[src/rtl/ucode_pkg.sv]
// ucode_pkg: opcodes, condition codes, microword layout and FSM states shared by the sequencer and its ROM.
package ucode_pkg;
  localparam logic [2:0] OP_NEXT = 3'd0;
  localparam logic [2:0] OP_JMP = 3'd1;
  localparam logic [2:0] OP_BR = 3'd2;
  localparam logic [2:0] OP_LDC = 3'd3;
  localparam logic [2:0] OP_DJNZ = 3'd4;
  localparam logic [2:0] OP_HALT = 3'd7;
  localparam logic [1:0] C_X1 = 2'd0;
  localparam logic [1:0] C_X2 = 2'd1;
  localparam logic [1:0] C_NX1 = 2'd2;
  localparam logic [1:0] C_NX2 = 2'd3;
  localparam int OUT_BIT = 11;
  localparam int OP_HI = 10;
  localparam int OP_LO = 8;
  localparam int TGT_HI = 7;
  localparam int TGT_LO = 4;
  localparam int IMM_HI = 3;
  localparam int IMM_LO = 0;
  typedef enum logic [1:0] {S_IDLE = 2'd0, S_RUN = 2'd1, S_DONE = 2'd2} state_t;
  function automatic logic [11:0] uword(input logic o, input logic [2:0] op, input logic [3:0] tgt, input logic [3:0] imm);
    return {o, op, tgt, imm};
  endfunction
endpackage

[src/rtl/ucode_rom.sv]
// ucode_rom: combinational 16x12 control store holding the default microprogram.
module ucode_rom
  import ucode_pkg::*;
(
  input  logic [3:0]  addr,
  output logic [11:0] word
);
  always_comb
    case (addr)
      4'd0:    word = uword(1'b0, OP_NEXT, 4'd0, 4'd0);
      4'd1:    word = uword(1'b1, OP_BR, 4'd4, {2'b00, C_X1});
      4'd2:    word = uword(1'b0, OP_NEXT, 4'd0, 4'd0);
      4'd3:    word = uword(1'b1, OP_JMP, 4'd7, 4'd0);
      4'd4:    word = uword(1'b0, OP_NEXT, 4'd0, 4'd0);
      4'd5:    word = uword(1'b1, OP_BR, 4'd4, {2'b00, C_NX2});
      4'd6:    word = uword(1'b0, OP_JMP, 4'd8, 4'd0);
      4'd7:    word = uword(1'b1, OP_NEXT, 4'd0, 4'd0);
      4'd9:    word = uword(1'b0, OP_LDC, 4'd0, 4'd3);
      4'd10:   word = uword(1'b1, OP_DJNZ, 4'd10, 4'd0);
      default: word = uword(1'b0, OP_HALT, 4'd0, 4'd0);
    endcase
endmodule

[src/rtl/microcode_sequencer.sv]
// microcode_sequencer: start/busy/done launched sequencer stepping a 16-word control store,
// with qualifier branches, a loop counter and a step watchdog.
module microcode_sequencer
  import ucode_pkg::*;
#(
  parameter logic [3:0] START_ADDR = 4'd0,
  parameter int         MAX_STEPS  = 64
) (
  input  logic       clk,
  input  logic       reset,
  input  logic       start,
  input  logic       x1,
  input  logic       x2,
  output logic       out,
  output logic       busy,
  output logic       done,
  output logic       err,
  output logic [3:0] pc
);
  localparam logic [7:0] LAST_STEP = 8'(MAX_STEPS - 1);
  state_t state, state_n;
  logic [11:0] word;
  logic [2:0] op;
  logic [3:0] tgt, imm, cnt, cnt_n, cnt_dec, pc_n, pc_inc;
  logic [7:0] steps;
  logic cond, halt, wd;
  ucode_rom rom (.addr(pc), .word(word));
  assign op = word[OP_HI:OP_LO];
  assign tgt = word[TGT_HI:TGT_LO];
  assign imm = word[IMM_HI:IMM_LO];
  assign pc_inc = pc + 4'd1;
  assign cnt_dec = cnt - 4'd1;
  assign halt = op == OP_HALT;
  assign wd = steps == LAST_STEP;
  assign busy = state == S_RUN;
  assign done = state == S_DONE;
  assign out = busy & word[OUT_BIT];
  always_comb begin
    cond = imm[1:0] == C_X1 ? x1 : imm[1:0] == C_X2 ? x2 : imm[1:0] == C_NX1 ? !x1 : !x2;
    pc_n = op == OP_JMP ? tgt :
           op == OP_BR ? (cond ? tgt : pc_inc) :
           op == OP_DJNZ ? (cnt_dec != 4'd0 ? tgt : pc_inc) :
           halt ? pc : pc_inc;
    cnt_n = op == OP_LDC ? imm : op == OP_DJNZ ? cnt_dec : cnt;
    state_n = state == S_IDLE ? (start ? S_RUN : S_IDLE) :
              state == S_RUN ? (halt || wd ? S_DONE : S_RUN) : S_IDLE;
  end
  // HALT outranks the watchdog, so a HALT on the last allowed step completes cleanly
  always_ff @(posedge clk or posedge reset)
    if (reset) begin
      state <= S_IDLE;
      pc <= START_ADDR;
      cnt <= 4'd0;
      steps <= 8'd0;
      err <= 1'b0;
    end else begin
      state <= state_n;
      if (state == S_IDLE && start) begin
        pc <= START_ADDR;
        cnt <= 4'd0;
        steps <= 8'd0;
        err <= 1'b0;
      end else if (state == S_RUN) begin
        pc <= pc_n;
        cnt <= cnt_n;
        steps <= steps + 8'd1;
        err <= !halt && wd;
      end
    end
endmodule

[config.mk]
export PLATFORM = sky130hd
export DESIGN_NAME = microcode_sequencer
export DESIGN_NICKNAME = d
export VERILOG_FILES = /design/src/rtl/ucode_pkg.sv /design/src/rtl/ucode_rom.sv /design/src/rtl/microcode_sequencer.sv
export SDC_FILE = /design/constraint.sdc
export NUM_CORES = 1
export LEC_CHECK = 0
export ABC_AREA = 1
export CAP_MARGIN = 5
export CORE_MARGIN = 2
export CORE_UTILIZATION = 40
export CTS_BUF_LIST = sky130_fd_sc_hd__clkbuf_4
export DETAILED_ROUTE_END_ITERATION = 8
export DONT_BUFFER_PORTS = 1
export PLACE_DENSITY_LB_ADDON = 0.25
export SETUP_SLACK_MARGIN = 0.05
export SLEW_MARGIN = 20
export SYNTH_ARGS = -nofsm -noshare
export SYNTH_HDL_FRONTEND = slang
export SYNTH_SLANG_ARGS = --single-unit
[constraint.sdc]
create_clock -name clk -period 3 [get_ports clk]
set_input_delay 0.15 -clock clk [delete_from_list [all_inputs] [get_ports clk]]
set_output_delay 0.15 -clock clk [all_outputs]
set_load 0.02 [all_outputs]
; Word level (Yosys, flattened, before mapping)
; Memory sizes are Yosys's and may differ from the RTL's.
; Index checks and enable logic that the tools add are counted.
[totals]
in_bits = 5
romBits = 160
register_bits = 19
memories = 1
[memory_table]
columns = name, depth, word_bits, rd, rd_ports_with_merged_regs, wr, line
row1 = (name not given), 16, 10, 1, 0, 0, ucode_rom.sv:9  ; case (addr)
[classes]
mux = 23
n_addsub = 3
bitwise = 1
n_eq_ne = 11
n_reduce_logical = 13
[op_table]
columns = op, count
row1 = $mux W4, 12
row2 = $mux W8, 2
row3 = $add A8 B1 Y8 const B, 1
row4 = $eq A8 B6 Y1 const B, 1
row5 = $eq A3 B2 Y1 const B, 2
row6 = $eq A3 B3 Y1 const B, 2
row7 = $mux W1, 6
row8 = $mux W2, 3
row9 = $ne A5 B1 Y1 const B, 1
row10 = $add A4 B1 Y4 const B, 1
row11 = $eq A2 B1 Y1 const B, 2
row12 = $eq A2 B2 Y1 const B, 2
row13 = $logic_not A2 Y1, 2
row14 = $reduce_and A2 Y1, 2
row15 = $reduce_bool A4 Y1, 1
row16 = $sub A4 B1 Y4 const B, 1
row17 = $eq A3 B1 Y1 const B, 1
row18 = $logic_not A1 Y1, 3
row19 = $reduce_bool A3 Y1, 1
row20 = $logic_and A1 B1 Y1, 2
row21 = $reduce_bool A2 Y1, 1
row22 = $and A1 B1 Y1, 1
row23 = $logic_or A1 B1 Y1, 1

; Depth between registers and ports, before layout
; An unclocked memory read counts as a cell.
[logic_depth]
depth_word = 10
ltp_mapped = 12

; Cells and area by module
; A second synthesis with hierarchy kept.
[hier_totals]
hier_cells = 195
area_unflattened_um2 = 1380.1
[modules_own_cells]
columns = module, area_each_um2, cells_per_inst, seq_area_each_um2, n_inst
row1 = microcode_sequencer, 1237.4, 165, 475.5, 1
row2 = ucode_rom, 142.6, 30, 0.0, 1

; Worst setup path before layout
; No wires, ideal clock.
[synth_path]
kind = register -> output
from = reg pc[0]
to = out out
path_stages_with_launch = 7
setup_slack_ns = 1.270
n_path_buf = 0
arrival_time_ns = 1.580
required_ns = 2.850
cell_sequence = dfrtp_1 > inv_1 > ha_1 > nand2_1 > nand2_1 > inv_1 > a211oi_1
[synth_between]
elab_chain_len = 2
[synth_lines]
columns = element, line
row1 = from (decl), microcode_sequencer.sv:18  ; output logic [3:0] pc
row2 = from (signal assigned), microcode_sequencer.sv:64  ; pc <= pc_n;
row3 = $mem_v2 Z16 W10, n/a
row4 = $and A1 B1 Y1, microcode_sequencer.sv:37  ; assign out = busy & word[OUT_BIT];
row5 = to (decl), microcode_sequencer.sv:14  ; output logic out,
; Every way passes these cells.

; Worst setup path in the final report
[layout_path]
from = reg state[0]
to = out out
[layout_between]
elab_chain_len = 2
[layout_lines]
columns = element, line
row1 = from (decl), microcode_sequencer.sv:21  ; state_t state, state_n;
row2 = from (signal assigned), microcode_sequencer.sv:57  ; state <= state_n;
row3 = $eq A2 B1 Y1, microcode_sequencer.sv:35  ; assign busy = state == S_RUN;
row4 = via busy, microcode_sequencer.sv:15  ; output logic busy,
row5 = $and A1 B1 Y1, microcode_sequencer.sv:37
; The timed path passes the listed nets, and every way through them passes these cells.

==> reports/metrics.cfg <==
[outcome]
status = complete, no violations

[global_routing]
grtUsageMet2_pct = 27.22
grt_max_degree = 20
antenna_found_initial = 0
grt_util_all_layers_pct = 16.55
gr-max-usage-layer = met2
grtUsageMet3_pct = 3.934
globalRoute.totalOverflow = 0
grt_first_pass_wirelength_mm = 4.781
grtUsageMet1_pct = 20.61
grt_pass1_vias = 1108

[place]
dp.cells = 218
gp_congestion = 0.8648
io_buffers = 0
place_hpwl_mm = 2.139

[power]
p_leak_nw = 0.7313
ir_drop_v = 0.0003992
powerDensity_mw_per_mm2 = 1132

[cells_and_area]
layout-drive-gt1-share_pct = 15.25
finalNonFillerCells = 223
diodes = 0
area.growth.synth_to_final_pct = 5.964
nets = 190
n_fill_cell = 335

[drt]
drt_iter0_markers = 74
drc = 0
drt-wirelength-per-cell_um = 12.09
ant_nets = 0
wl_mm = 2.695
via_per_inst = 4.937
via_count = 1101
dr.pass1.iters = 4

[die]
fp.dieW_um = 61.94
core_mm2 = 0.003284
die_area_mm2 = 0.003836
die_y_um = 61.94
rows = 21
io_pins = 13
initial_core_util_pct = 40.88

[clock_network]
cts.sinks = 19
htree_levels = 1
clkTransAtPathRegs_ns = 0.10
clock_path_buffers = 2
cts_root_buffer = clkbuf_4
cts_tree = built
cts_buffers = 3
post_cts_buffers = 0
insertion_delay_ns = 0.30

[worst_hold_path]
hold_path_class = in -> reg

[timing]
hold_slack_ns = 0.3218
skew_ns = 0.01013
rsz0062_at_grt = false
finalCritPeriodShare_pct = 69.74
worst-slew-pin-transition_ns = 0.6954
hold_viol = 0
finalSetupTns_ns = 0
fmax_mhz = 478.0
setup_viol = 0
slew-limit-headroom_pct = 53.59
drv_slew = 0
min_period_ns = 2.092

[logic_synthesis]
synthFlopType = dfrtp_1
synth-compound-area-share_pct = 12.21
synth-seq-cells = 19
synth_edf_count = 0
syn_nets = 186
synth_area_mm2 = 0.001343
synth_fa_ha_area_share_pct = 6.524
ys_seq_area_share_pct = 35.41
synthCells = 174
async_reset_ff_share_pct = 100.0
synthMuxAreaShare_pct = 0
synth-simple-area-share_pct = 34.02
yosys_warnings = 0
synth.avg_cell_area_um2 = 7.716
synth_xor_area_share_pct = 1.305
synth_top_family_by_area = simple AND/OR/NAND/NOR gates
ys_types = 33

[worst_setup_path]
criticalPathCategory = reg -> out
worst_ep_required_time_ns = 2.85
arrival_ns = 1.94
start_kind = flip-flop
cp-end-kind = output port
path_max_fanout = 7

[flow_run]
cap_violations = 0

==> cell usage after synthesis (3+ instances only) <==
cell / instances / area share (%)
nand2_1: 42 / 12
inv_1: 23 / 6.4
nand3_1: 21 / 7.8
dfrtp_1: 19 / 35
nor2_1: 9 / 2.5
nand4_1: 8 / 3.7
ha_1: 7 / 6.5
nand2_2: 6 / 2.8
o21ai_0: 5 / 1.9
o21ai_1: 4 / 1.5
o22ai_1: 3 / 1.4
==> kinds of logic after synthesis <==
family / Yosys count
buffers and inverters: 31
AND/OR/NAND/NOR: 93
adder cells (fa/ha/maj): 7
AO/OA/AOI/OAI: 22
flip-flops: 19
XOR/XNOR: 2
==> layout make-up <==
cell class / count / area [µm²] / area share (%)
inverter: 27 / 108.9 / 7.652
timing repair buffer: 3 / 25.02 / 1.759
multi-input combinational: 124 / 725.7 / 51.01
clock buffer: 4 / 30.03 / 2.111
tap: 46 / 57.56 / 4.046
sequential: 19 / 475.5 / 33.42
==> per-stage QoR <==
| stage | setup slack, ns | total power, mW | cell area [µm²] | utilization [%] |
|---|---|---|---|---|
| CTS | 0.9249 | 1.617 | 1423 | 43.31 |
| global placement | 1.169 | 1.448 | 1383 | 42.10 |
| floorplan | 1.270 | 1.300 | 1343 | - |
| detailed placement | 1.084 | 1.481 | 1383 | 42.10 |
| global route | 0.6905 | 1.800 | 1423 | 43.31 |
| finish | 0.9078 | 1.610 | 1423 | 43.31 |
==> metal layers <==
layer  share of wire, %  vias to the layer above
met5                  0                        -
met4                1.5                        0
met1                 46                      494
li1                   -                      577
met2                 49                       23
met3                3.4                        7
==> final timing paths <==
check,start,endpoint,slack (ns),depth (start not counted)
hold reg to reg,steps[0],steps[0],0.51,1
hold / removal,start,state[0],0.32,2
setup reg to reg,pc[0],cnt[3],1.04,9
max in group asynchronous,reset,state[0],2.16,2
setup / recovery,state[0],out,0.91,5
min in group asynchronous,reset,steps[3],0.39,2
==> worst max-delay path: stages (launching register included) <==
cell,delay (ns)
dfrtp_1,0.36
inv_1,0.06
nor2_1,0.48
inv_1,0.27
a211oi_1,0.30
buf_4,0.19
==> layout by cell type, fill, tap and decap left out, types with 2 or more instances in the layout <==
cell and n:
inv_1 23, nand2_1 42, o21ai_0 5, nand3_1 21, nand2_2 6, dfrtp_1 19, nor2_1 9, o21ai_1 4
ha_1 7, o22ai_1 3, buf_4 2, nand4_1 8, clkbuf_4 4, inv_2 2, a21oi_4 2, a21oi_1 2
==> report_power, final <==
part / switching (mW) / leakage [nW] / total [mW] / internal [mW]
Combinational: 0.596 / 0.468 / 0.951 / 0.356
Clock: 0.0762 / 0.0184 / 0.137 / 0.0608
Sequential: 0.172 / 0.245 / 0.522 / 0.350
Total: 0.844 / 0.731 / 1.61 / 0.766
==> state kept, by name, summed over array words and instances, names as in the netlist <==
| register | flops |
|---|---|
| err | 1 |
| steps | 8 |
| state | 2 |
| pc | 4 |
| cnt | 4 |
==> timing repair <==
action | 4_1_cts | 5_1_grt
gates resized for setup | 0 | 0
hold buffers | 1 | 0
endpoints found under the hold margin | 19 | 0
No activity file was read; power rests on OpenSTA's default activity.
